File: src/rtl/noun_loader_if.sv
// Byte-stream and memory-write bus between the noun loader and its neighbours.
// The master modport is the loader side; slave is the host/memory side.
interface noun_loader_if #(
  parameter int unsigned ADDR_WIDTH = 10,
  parameter int unsigned DATA_WIDTH = 64
);
  logic [7:0]            in_data;
  logic                  in_valid;
  logic                  in_ready;
  logic                  mem_ready;
  logic                  mem_execute;
  logic [1:0]            mem_func;
  logic [ADDR_WIDTH-1:0] address;
  logic [DATA_WIDTH-1:0] write_data;

  modport master (
    input  in_data,
    input  in_valid,
    input  mem_ready,
    output in_ready,
    output mem_execute,
    output mem_func,
    output address,
    output write_data
  );

  modport slave (
    output in_data,
    output in_valid,
    output mem_ready,
    input  in_ready,
    input  mem_execute,
    input  mem_func,
    input  address,
    input  write_data
  );
endinterface

File: src/rtl/noun_loader.sv
// Streams a noun image byte-by-byte into memory, packing little-endian words
// and writing them to consecutive addresses, then pulses trav_start.
module noun_loader #(
  parameter int unsigned ADDR_WIDTH = 10,
  parameter int unsigned DATA_WIDTH = 64,
  parameter logic [1:0]  WRITE_FUNC = 2'b10
) (
  input  logic                  i_clk,
  input  logic                  i_rst,
  input  logic                  i_load_start,
  input  logic [ADDR_WIDTH-1:0] i_base_addr,
  input  logic [ADDR_WIDTH-1:0] i_word_count,
  noun_loader_if.master         bus,
  output logic                  o_bus_owner,
  output logic                  o_busy,
  output logic                  o_done,
  output logic                  o_trav_start,
  output logic [7:0]            o_checksum
);

  localparam int unsigned Bytes = DATA_WIDTH / 8;
  localparam int unsigned IdxW  = (Bytes > 1) ? $clog2(Bytes) : 1;
  localparam logic [IdxW-1:0] LastIdx = IdxW'(Bytes - 1);

  typedef enum logic [2:0] {
    StIdle,
    StCollect,
    StIssue,
    StWaitAck,
    StDone
  } state_e;

  state_e                r_state;
  state_e                w_state_next;
  logic [ADDR_WIDTH-1:0] r_addr;
  logic [ADDR_WIDTH-1:0] r_remaining;
  logic [DATA_WIDTH-1:0] r_data;
  logic [IdxW-1:0]       r_byte_idx;
  logic [7:0]            r_checksum;
  logic                  r_wait_first;

  logic w_last_byte;
  logic w_accept;
  logic w_exec;
  logic w_ack;

  assign w_last_byte = (r_byte_idx == LastIdx);
  assign w_accept    = (r_state == StCollect) && bus.in_valid;
  assign w_exec      = (r_state == StIssue) && bus.mem_ready;
  // The cycle right after the strobe never counts as the write acknowledge.
  assign w_ack       = (r_state == StWaitAck) && !r_wait_first && bus.mem_ready;

  always_ff @(posedge i_clk) begin
    if (i_rst) begin
      r_state <= StIdle;
    end else begin
      r_state <= w_state_next;
    end
  end

  always_comb begin
    w_state_next = r_state;
    case (r_state)
      StIdle: begin
        if (i_load_start) begin
          w_state_next = (i_word_count == '0) ? StDone : StCollect;
        end
      end
      StCollect: begin
        if (w_accept && w_last_byte) begin
          w_state_next = StIssue;
        end
      end
      StIssue: begin
        if (bus.mem_ready) begin
          w_state_next = StWaitAck;
        end
      end
      StWaitAck: begin
        if (w_ack) begin
          w_state_next = (r_remaining == ADDR_WIDTH'(1)) ? StDone : StCollect;
        end
      end
      StDone:  w_state_next = StIdle;
      default: w_state_next = StIdle;
    endcase
  end

  always_ff @(posedge i_clk) begin
    if (i_rst) begin
      r_addr       <= '0;
      r_remaining  <= '0;
      r_data       <= '0;
      r_byte_idx   <= '0;
      r_checksum   <= '0;
      r_wait_first <= 1'b0;
    end else begin
      case (r_state)
        StIdle: begin
          if (i_load_start) begin
            r_addr      <= i_base_addr;
            r_remaining <= i_word_count;
            r_data      <= '0;
            r_byte_idx  <= '0;
            r_checksum  <= '0;
          end
        end
        StCollect: begin
          if (w_accept) begin
            r_data[8*r_byte_idx +: 8] <= bus.in_data;
            r_checksum                <= r_checksum ^ bus.in_data;
            r_byte_idx                <= w_last_byte ? '0 : r_byte_idx + IdxW'(1);
          end
        end
        StIssue: begin
          if (w_exec) begin
            r_wait_first <= 1'b1;
          end
        end
        StWaitAck: begin
          if (r_wait_first) begin
            r_wait_first <= 1'b0;
          end else if (w_ack) begin
            r_remaining <= r_remaining - ADDR_WIDTH'(1);
            r_addr      <= r_addr + ADDR_WIDTH'(1);
            if (r_remaining != ADDR_WIDTH'(1)) begin
              r_data <= '0;
            end
          end
        end
        default: ;
      endcase
    end
  end

  always_comb begin
    bus.in_ready    = (r_state == StCollect);
    bus.mem_execute = w_exec;
    bus.mem_func    = w_exec ? WRITE_FUNC : 2'b00;
    bus.address     = r_addr;
    bus.write_data  = r_data;
    o_busy          = (r_state == StCollect) || (r_state == StIssue) || (r_state == StWaitAck);
    o_bus_owner     = o_busy;
    o_done          = (r_state == StDone);
    o_trav_start    = (r_state == StDone);
    o_checksum      = r_checksum;
  end

endmodule

File: src/flat_wrapper.sv
// flat-port wrapper written by rule: the top's interface ports become plain ports
module noun_loader_flat 
#(
  parameter int unsigned ADDR_WIDTH = 10,
  parameter int unsigned DATA_WIDTH = 64,
  parameter logic [1:0]  WRITE_FUNC = 2'b10
)
  (i_clk, i_rst, i_load_start, i_base_addr, i_word_count, o_bus_owner, o_busy, o_done, o_trav_start, o_checksum, bus_in_data, bus_in_valid, bus_mem_ready, bus_in_ready, bus_mem_execute, bus_mem_func, bus_address, bus_write_data);
  noun_loader_if #(.ADDR_WIDTH(ADDR_WIDTH), .DATA_WIDTH(DATA_WIDTH)) bus_i ();
  input  logic i_clk;
  input  logic i_rst;
  input  logic i_load_start;
  input  logic [ADDR_WIDTH-1:0] i_base_addr;
  input  logic [ADDR_WIDTH-1:0] i_word_count;
  output logic o_bus_owner;
  output logic o_busy;
  output logic o_done;
  output logic o_trav_start;
  output logic [7:0] o_checksum;
  input wire logic [$bits(bus_i.in_data)-1:0] bus_in_data;
  input wire logic [$bits(bus_i.in_valid)-1:0] bus_in_valid;
  input wire logic [$bits(bus_i.mem_ready)-1:0] bus_mem_ready;
  output wire logic [$bits(bus_i.in_ready)-1:0] bus_in_ready;
  output wire logic [$bits(bus_i.mem_execute)-1:0] bus_mem_execute;
  output wire logic [$bits(bus_i.mem_func)-1:0] bus_mem_func;
  output wire logic [$bits(bus_i.address)-1:0] bus_address;
  output wire logic [$bits(bus_i.write_data)-1:0] bus_write_data;
  assign bus_i.in_data = bus_in_data;
  assign bus_i.in_valid = bus_in_valid;
  assign bus_i.mem_ready = bus_mem_ready;
  assign bus_in_ready = bus_i.in_ready;
  assign bus_mem_execute = bus_i.mem_execute;
  assign bus_mem_func = bus_i.mem_func;
  assign bus_address = bus_i.address;
  assign bus_write_data = bus_i.write_data;
  noun_loader #(.ADDR_WIDTH(ADDR_WIDTH), .DATA_WIDTH(DATA_WIDTH), .WRITE_FUNC(WRITE_FUNC)) u_core (.i_clk(i_clk), .i_rst(i_rst), .i_load_start(i_load_start), .i_base_addr(i_base_addr), .i_word_count(i_word_count), .bus(bus_i), .o_bus_owner(o_bus_owner), .o_busy(o_busy), .o_done(o_done), .o_trav_start(o_trav_start), .o_checksum(o_checksum));
endmodule
File: config.mk
export PLATFORM = sky130hd
export DESIGN_NAME = noun_loader_flat
export DESIGN_NICKNAME = d
export VERILOG_FILES = /design/src/rtl/noun_loader_if.sv /design/src/rtl/noun_loader.sv /design/src/flat_wrapper.sv
export SDC_FILE = /design/constraint.sdc
export NUM_CORES = 1
export LEC_CHECK = 0
export BUFFER_PORTS_ARGS = -buffer_cell sky130_fd_sc_hd__buf_2
export CAP_MARGIN = 20
export CORE_ASPECT_RATIO = 1.25
export CORE_UTILIZATION = 43
export DETAILED_ROUTE_END_ITERATION = 16
export PLACE_DENSITY = 0.77
export REMOVE_ABC_BUFFERS = 1
export SKIP_LAST_GASP = 1
export SYNTH_ARGS = -nofsm -noshare
export SYNTH_HDL_FRONTEND = slang
export SYNTH_SLANG_ARGS = --single-unit
File: constraint.sdc
create_clock -name i_clk -period 4.4 [get_ports i_clk]
set_input_delay 0.44 -clock i_clk [delete_from_list [all_inputs] [get_ports i_clk]]
set_output_delay 0.44 -clock i_clk [all_outputs]
set_load 0.03 [all_outputs]
==> metrics, run 1 <==
most frequent cells after synthesis dfxtp_1, inv_1, o32ai_1, nor2_1, nand2_1; routed vias between 4k and 5k; hold buffer count at cts 0; Setup crit start kind flip-flop; most frequent cell after synthesis dfxtp_1; die height about 120 microns; Multi-input gate area approximately 2100 sq um; Inst Count DP ~750; Total GRT Usage about a fifth; CTS tree done; maximum vdd drop ~180 uV; crit path max fanout 16; WL/cell roughly 15 microns; leakage around 2.2 nW; worst path cell trace or3b_4 -> inv_1 -> buf_2; NetSw between 0.0007 and 0.0008 W; measured slew at the worst slew-check pin approximately 0.95 ns; reg-to-reg critical path endpoint u_core.bus.address[7]$_SDFFE_PP0P_; mapped cell area about 4600 sq um; Synth cell types slightly below 60; RSZ-0062 raised after global routing no; Sink Count just under 100; FMAX 421 MHz; Cell Pwr Density between 400 and 500 nW/um^2; clock latency at the later pin of the worst-skew pair between 0.3 and 0.4 ns; worst path bufs/invs 2; ys flop type dfxtp_1; HPWL after DPL between 8 and 9 mm; fillers between 900 and 1k; syn_area_per_cell 8.66 sq um; WS Path Type reg -> out; DRT Pass-1 Iters 5; CTS buffer count 9; Die X-Extent 94.1 microns; post-synthesis sequential area ratio a little over two fifths; hold depth 3; Bufs on Longest Clock Path 2; Layout Skew about 0.0092 ns; clock share of power between 30% and 40%; routability cong. between 0.8 and 0.9; Async SR Flop Fraction 0%; Core Region just over 10000 sq um; Power Internal around 0.0015 W; Yosys warnings 0; largest net degree at the start of global routing 48; sequential power share ~44%; PortBufs roughly 120; CP Launch Point u_core.r_state[0]$_SDFFE_PP0P_; drt first-iter violations about 240; final setup fails 0; vias per cell 5.60; Final Net Count roughly 670; max_cap viols 0; number of diodes 0; share of layout cells above drive strength 1 24.2%; Relative slew margins around 37%; setup bufs post-CTS 0; antenna-violating nets left 0; first-pass GRT wire length about 18 mm; # IOs 123; Min-Delay Endpoint u_core.bus.write_data[38]$_SDFFE_PP0P_; register area 1980 sq um; Final period util a little over half; Initial Util 44.6%; R2R depth 4; switching part of the total 33.3%; Post-Syn Instances around 530; design area ~5500 sq um; WP data arrival between 1.5 and 2 ns; TNS Setup 0 ns; Hold Startpoint bus_in_data[6]; r2r startpoint u_core.r_state[1]$_SDFFE_PP0P_; clk root buf clkbuf_16; delay-heaviest family, CP flip-flops; Required @ worst endpoint a little under 4 ns; top cell type's share of synthesized area a little over two fifths; num rows 41; initial antenna violation count 0; Clock transition at path regs around 0.070 ns; Critical Path Slowest Stage Cell dfxtp_1; final-report hold violation count 0; vias in the first global route around 3.7k; drt total wl 11.7 mm; CTS HTree Levels 3; final hold slack 0.344 ns; Placed Area between 5000 and 6000 sq um; worst hold path type in -> reg; top post-synthesis cells by area dfxtp_1, o32ai_1, inv_1; min Tclk post-route ~2.4 ns; Die Area 11000 sq um; Post-synth EDFFs 0; largest stage delay on the critical path just over 0.6 ns; Tot Pwr 0.00225 W; max-slew violations 0; Gate power share a little over a fifth; P&R area growth vs syn 19.9%; CP Capture Type output pin; post-CTS resize count 0; status complete, no violations; flop-to-flop setup slack ~2.1 ns; count of state elements after synthesis 99; DRC 0; post-synth top area cell dfxtp_1; post-route insts no fill between 700 and 800; grt ovf 0
power groups by stage:
stage	Clock (W)	Sequential [W]	Combinational (W)
2_1_floorplan	0	0.00106	0.000286
3_3_place_gp	0	0.00101	0.000473
3_5_place_dp	0	0.00101	0.000485
4_1_cts	0.000785	0.000990	0.000487
5_1_grt	0.000830	0.000997	0.000530
6_report	0.000769	0.000991	0.000489
worst register-to-register path: cells and delay by family, from the launching register on:
kind / cells / cell delay [ns]
flops: 1 / 0.65
compound gates: 3 / 1.27
simple gates: 1 / 0.33
cell usage in the layout, fill, tap and decap left out, drive strengths merged, types with 9 or more instances in the layout:
cell type | synthesis | routed
buf | 19 | 124
dfxtp | 99 | 99
clkbuf | 15 | 10
nand2b | 16 | 16
inv | 75 | 80
nor3 | 9 | 9
nand2 | 28 | 28
o21ai | 23 | 23
nand3 | 16 | 16
a21oi | 29 | 29
o31ai | 10 | 10
nor2 | 31 | 31
o32ai | 57 | 57
metrics by stage:
stage	utilization, %	setup WS, ns
3_3_place_gp	50.7	2.16
6_report	53.5	2.03
2_1_floorplan	-	1.50
5_1_grt	53.5	1.87
4_1_cts	53.5	2.01
3_5_place_dp	50.7	2.11
cell families (layout without fill, tap and decap cells):
kind of cell             count (synthesis)  after routing  synth area share (%)
other                                    1              1                0.0823
AO/OA/AOI/OAI                          153            153                  24.9
multiplexers                             3              3                 0.824
AND/OR/NAND/NOR                        145            145                  17.0
adder cells (fa/ha/maj)                  8              8                  2.20
XOR/XNOR                                 8              8                  1.54
flip-flops                              99             99                  43.5
buffers and inverters                  109            215                  9.97
worst max-delay path by stage:
stage	to	slack (ns)	depth (start not counted)
floorplan	bus_mem_execute	1.50	1
global placement	u_core.r_remaining[9]$_SDFFE_PP0P_	2.16	4
detailed placement	u_core.r_remaining[9]$_SDFFE_PP0P_	2.11	4
CTS	bus_in_ready	2.01	3
global route	u_core.bus.address[7]$_SDFFE_PP0P_	1.87	4
finish	bus_in_ready	2.03	3
per-layer routing:
metal / part of all wire (%) / global-route usage, % / up-vias
met4: 1.1 / 8.62 / 0
met1: 43 / 26.2 / 1999
met2: 50 / 35.7 / 161
li1: - / - / 2091
met3: 6.5 / 4.59 / 10
met5: 0 / 0 / -
registers in the layout, summed over array words and instances (netlist names):
name / count
u_core.bus.address: 10
u_core.bus.write_data: 64
u_core.o_checksum: 8
u_core.r_byte_idx: 3
u_core.r_remaining: 10
u_core.r_state: 3
u_core.r_wait_first: 1
final cells by class:
class,instances,area share [%]
multi-input combinational,318,38.8
clock inverter,6,0.939
tap,129,2.95
sequential,99,36.3
clock buffer,10,4.37
timing repair buffer,124,11.5
inverter,75,5.15
No activity file was read; power rests on OpenSTA's default activity.
==> run 2, diff against run 1 <==
ABC_AREA = 1   (was unset)
PLACE_DENSITY = 0.76   (was 0.77)
clock period = 2.4 ns   (was 4.4 ns; I/O delays follow)
==> metrics, run 2 <==
status complete, no violations; final-report hold violation count 0; vias in the first global route 4721; CTS HTree Levels 3; Yosys warnings 0; CTS tree done; post-synth top area cell dfxtp_1; Setup crit start kind flip-flop; PortBufs around 120; most frequent cell after synthesis nand2_1; top cell type's share of synthesized area 38.5%; vias per cell 5.26; WS Path Type reg -> reg; drt first-iter violations 270; fillers around 1.2k; register area between 1500 and 2000 sq um; R2R depth 8; Post-synth EDFFs 0; top post-synthesis cells by area dfxtp_1, nand2_1, a21oi_1; syn_area_per_cell about 7 sq um; max-slew violations 0; largest net degree at the start of global routing 71; WP data arrival 2.34 ns; first-pass GRT wire length between 20 and 25 mm; Post-Syn Instances about 740; Core Region ~12000 sq um; WL/cell ~14 microns; routed vias around 5.3k; clock latency at the later pin of the worst-skew pair about 0.35 ns; antenna-violating nets left 0; routability cong. 0.908; TNS Setup 0 ns; post-CTS resize count 0; Inst Count DP roughly 990; worst hold path type in -> reg; DRC 0; die height around 120 microns; worst path cell trace inv_2 -> ha_1 -> ha_1 -> nor2_1 -> nand3_1 -> nor2_1 -> nand4_1 -> a21oi_1; RSZ-0062 raised after global routing no; setup bufs post-CTS 0; Largest register FFs 64; count of state elements after synthesis 99; hold depth 3; HPWL after DPL a little under 10 mm; most common cell after layout, fill and taps aside nand2_1; Critical Path Slowest Stage Cell ha_1; Relative slew margins between 40% and 50%; Die Area between 10000 and 15000 sq um; maximum vdd drop around 640 uV; min Tclk post-route between 2 and 2.5 ns; share of layout cells above drive strength 1 19.7%; mapped cell area roughly 5200 sq um; leakage 2.67 nW; num rows between 40 and 50; crit path max fanout 14; grt ovf 0; # IOs approximately 120; initial antenna violation count 1; Layout Skew ~0.011 ns; Cell Pwr Density 1200 nW/um^2; FMAX 483 MHz; Final period util between 80% and 90%; most frequent cells after synthesis nand2_1, dfxtp_1, nor2_1, a21oi_1, inv_1; most frequent cells in the layout nand2_1, buf_2, dfxtp_1, nor2_1, a21oi_1; drt total wl between 10 and 15 mm; Bufs on Longest Clock Path 2; Final Net Count 878; max_cap viols 0; largest stage delay on the critical path 0.36 ns; measured slew at the worst slew-check pin 0.760 ns; Initial Util approximately 44%; Clock transition at path regs 0.07 ns; DRT Pass-1 Iters 5; hold buffer count at cts 0; Multi-input gate area 2620 sq um; Required @ worst endpoint about 2.7 ns; ys flop type dfxtp_1; Synth cell types 39; clk root buf clkbuf_16; P&R area growth vs syn 16.9%; Die X-Extent 99.9 microns; Total GRT Usage around 22%; post-route insts no fill roughly 1k; post-synthesis sequential area ratio between 30% and 40%; CP Capture Type flip-flop; Async SR Flop Fraction 0%; number of diodes 0; Sink Count 99; final setup fails 0; CTS buffer count 9
## run 2: cell types whose count changed in the layout (fill, tap and decap cells not counted), moves of 11 or more
| cell | previous run | this run |
|---|---|---|
| nor3_1 | 9 | 22 |
| nand2b_1 | 16 | 0 |
| inv_1 | 75 | 61 |
| nand4_1 | 6 | 59 |
| o21ai_0 | 19 | 30 |
| nand2_1 | 27 | 147 |
| o32ai_1 | 57 | 0 |
| nor2_1 | 30 | 90 |
| a21oi_1 | 25 | 88 |
| nand3_1 | 16 | 47 |
## run 2: final timing paths
kind | from | endpoint | slack, ns
worst min-delay path | i_base_addr[2] | u_core.bus.address[2]$_SDFFE_PP0P_ | 0.14
worst max-delay path | u_core.r_byte_idx[0]$_SDFFE_PP0P_ | u_core.bus.write_data[1]$_SDFFE_PP0P_ | 0.33
worst max register to register | u_core.r_byte_idx[0]$_SDFFE_PP0P_ | u_core.bus.write_data[1]$_SDFFE_PP0P_ | 0.33
worst min register to register | u_core.o_checksum[6]$_SDFFE_PP0P_ | u_core.o_checksum[6]$_SDFFE_PP0P_ | 0.45
## run 2: per-layer routing
layer / wire [microns] / GRT usage [%] / up-vias
li1: - / - / 2669
met1: 5740 / 26.0 / 2362
met2: 6410 / 36.8 / 211
met3: 986 / 4.49 / 36
met4: 473 / 9.60 / 0
met5: 0 / 0 / -
## run 2: area by class of cell
class | count | area share, %
inverter | 67 | 4.18
clock buffer | 10 | 3.80
multi-input combinational | 529 | 43.5
tap | 161 | 3.34
timing repair buffer | 131 | 11.3
sequential | 99 | 32.9
clock inverter | 6 | 0.956
## run 2: through the flow
step | utilization [%] | setup slack, ns | hold slack [ns] | total power [W] | area [sq um]
6_report | 51.9 | 0.329 | 0.141 | 0.00725 | 6020
3_5_place_dp | 49.4 | 0.373 | 0.437 | 0.00583 | 5740
5_1_grt | 51.9 | 0.150 | 0.156 | 0.00777 | 6020
3_3_place_gp | 49.4 | 0.408 | 0.434 | 0.00578 | 5740
2_1_floorplan | - | 0.232 | 0.309 | 0.00481 | 4850
4_1_cts | 51.9 | 0.349 | 0.130 | 0.00726 | 6020
## run 2: cell families after synthesis
family | count (synthesis) | synth area share (%)
simple gates | 387 | 35.3
compound gates | 133 | 13.6
buf+inv | 110 | 10.6
flops | 99 | 38.5
fa+ha+maj | 8 | 1.94
other cells | 1 | 0.0728
## run 2: power by group
group	internal [W]	switching, W
combinational	0.000970	0.00267
sequential	0.00195	0.000244
clock	0.000731	0.000688
total	0.00365	0.00360
## run 2: worst max-delay path: cells and delay by family (launching register included)
family          cells  cell delay (ns)
flops               1             0.35
compound gates      1             0.17
fa+ha+maj           2             0.60
buf+inv             1             0.11
simple gates        4             0.76
==> run 3, diff against run 2 <==
MAX_ROUTING_LAYER = met4   (was unset)
==> metrics, run 3 (synthesis gave the netlist of run 2 again) <==
FMAX 485 MHz; largest net degree at the start of global routing 71; maximum vdd drop 631 uV; min Tclk post-route 2.06 ns; R2R depth 9; design area 6030 sq um; max_cap viols 0; Core Region 11600 sq um; Final period util 85.8%; routed vias around 5.3k; status complete, no violations; register area between 1500 and 2000 sq um; worst path cell trace inv_2 -> ha_1 -> inv_1 -> nand2_1 -> nor2_1 -> nand3_1 -> nor2_1 -> nand4_1 -> a21oi_1; clk root buf clkbuf_16; WS Path Type reg -> reg; Sink Count a little under 100; WL/cell roughly 14 microns; max-slew violations 0; first-pass GRT wire length roughly 22 mm; drt total wl approximately 14 mm; DRT Pass-1 Iters 5; DRC 0; hold depth 3; share of layout cells above drive strength 1 approximately 20%; Critical Path Slowest Stage Cell ha_1; die height about 120 microns; grt ovf 0; final setup fails 0; flop-to-flop setup slack roughly 0.34 ns; Tot Pwr 0.00724 W; worst path bufs/invs 2; Layout Skew between 0.01 and 0.015 ns; drt first-iter violations 254; reg-to-reg critical path endpoint u_core.bus.write_data[1]$_SDFFE_PP0P_; Largest register FFs 64; Required @ worst endpoint between 2 and 3 ns; # IOs around 120; r2r startpoint u_core.r_byte_idx[0]$_SDFFE_PP0P_; CTS buffer count 9; worst hold path type in -> reg; delay-heaviest family, CP simple AND/OR/NAND/NOR gates; Placed Area roughly 5700 sq um; CP Capture Type flip-flop; fillers around 1.2k; post-CTS resize count 0; routability cong. 0.924; measured slew at the worst slew-check pin 0.760 ns; TNS Setup 0 ns; Initial Util around 44%; crit-path most repeated cell nor2_1; leakage between 2 and 3 nW; Die X-Extent 99.9 microns; HPWL after DPL 9.74 mm; Relative slew margins about 49%; Clock transition at path regs 0.07 ns; PortBufs roughly 120; largest stage delay on the critical path roughly 0.4 ns; Final Net Count between 800 and 900; setup bufs post-CTS 0; Total GRT Usage between 20 and 25%; RSZ-0062 raised after global routing no; crit path max fanout 14; initial antenna violation count 1; Multi-input gate area 2620 sq um; antenna-violating nets left 0; CTS HTree Levels 3; Min-Delay Endpoint u_core.bus.address[2]$_SDFFE_PP0P_; num rows 44; final-report hold violation count 0; Cell Pwr Density between 1000 and 1500 nW/um^2; clock latency at the later pin of the worst-skew pair roughly 0.35 ns; vias per cell 5.25; most frequent cells in the layout nand2_1, buf_2, dfxtp_1, nor2_1, a21oi_1; most common cell after layout, fill and taps aside nand2_1; post-layout util 51.9%; Bufs on Longest Clock Path 2; vias in the first global route 4717; hold buffer count at cts 0; Die Area ~12000 sq um; Setup crit start kind flip-flop; Hold Startpoint i_base_addr[2]; CTS tree done; WP data arrival 2.33 ns; P&R area growth vs syn 17.0%
[run 3: metal layers]
metal / global-route usage, % / vias up / routed length, microns
met3: 4.15 / 36 / 913
met2: 36.7 / 213 / 6480
li1: - / 2678 / -
met4: 9.60 / 0 / 448
met5: - / - / 0
met1: 26.3 / 2345 / 5790
[run 3: layout make-up]
| type | instances | share of cell area (%) |
|---|---|---|
| multi-input combinational | 529 | 43.5 |
| sequential | 99 | 32.9 |
| timing repair buffer | 131 | 11.3 |
| inverter | 67 | 4.17 |
| clock buffer | 10 | 3.80 |
| tap | 161 | 3.34 |
| clock inverter | 6 | 0.955 |
| antenna | 1 | 0.0415 |
[run 3: power breakdown]
part	total, W	internal, W	switching [W]
clock	0.00142	0.000731	0.000686
combinational	0.00363	0.000969	0.00266
sequential	0.00219	0.00195	0.000243
total	0.00724	0.00365	0.00359
[run 3: worst max-delay path by stage]
stage	slack [ns]	startpoint	cells after the start	to
2_1_floorplan	0.23	u_core.r_byte_idx[0]$_SDFFE_PP0P_	9	u_core.bus.write_data[32]$_SDFFE_PP0P_
3_3_place_gp	0.41	u_core.r_byte_idx[0]$_SDFFE_PP0P_	9	u_core.bus.write_data[2]$_SDFFE_PP0P_
3_5_place_dp	0.37	u_core.r_byte_idx[0]$_SDFFE_PP0P_	8	u_core.bus.write_data[3]$_SDFFE_PP0P_
4_1_cts	0.35	u_core.r_byte_idx[0]$_SDFFE_PP0P_	8	u_core.bus.write_data[3]$_SDFFE_PP0P_
5_1_grt	0.15	u_core.r_byte_idx[0]$_SDFFE_PP0P_	9	u_core.bus.write_data[36]$_SDFFE_PP0P_
6_report	0.34	u_core.r_byte_idx[0]$_SDFFE_PP0P_	9	u_core.bus.write_data[1]$_SDFFE_PP0P_
[run 3: worst reg2reg max path, stage by stage (launching register included)]
cell and delay (ns):
dfxtp_1 0.34, inv_2 0.11, ha_1 0.40, inv_1 0.18
nand2_1 0.07, nor2_1 0.15, nand3_1 0.28, nor2_1 0.18
nand4_1 0.11, a21oi_1 0.17
[run 3: through the flow]
stage | hold slack, ns | worst slack, ns | instances
final | 0.139 | 0.340 | 1004
after global routing | 0.156 | 0.150 | 1004
after CTS | 0.130 | 0.349 | 1003
after global placement | 0.434 | 0.408 | 987
after floorplan | 0.309 | 0.232 | 695
after detailed placement | 0.437 | 0.373 | 987
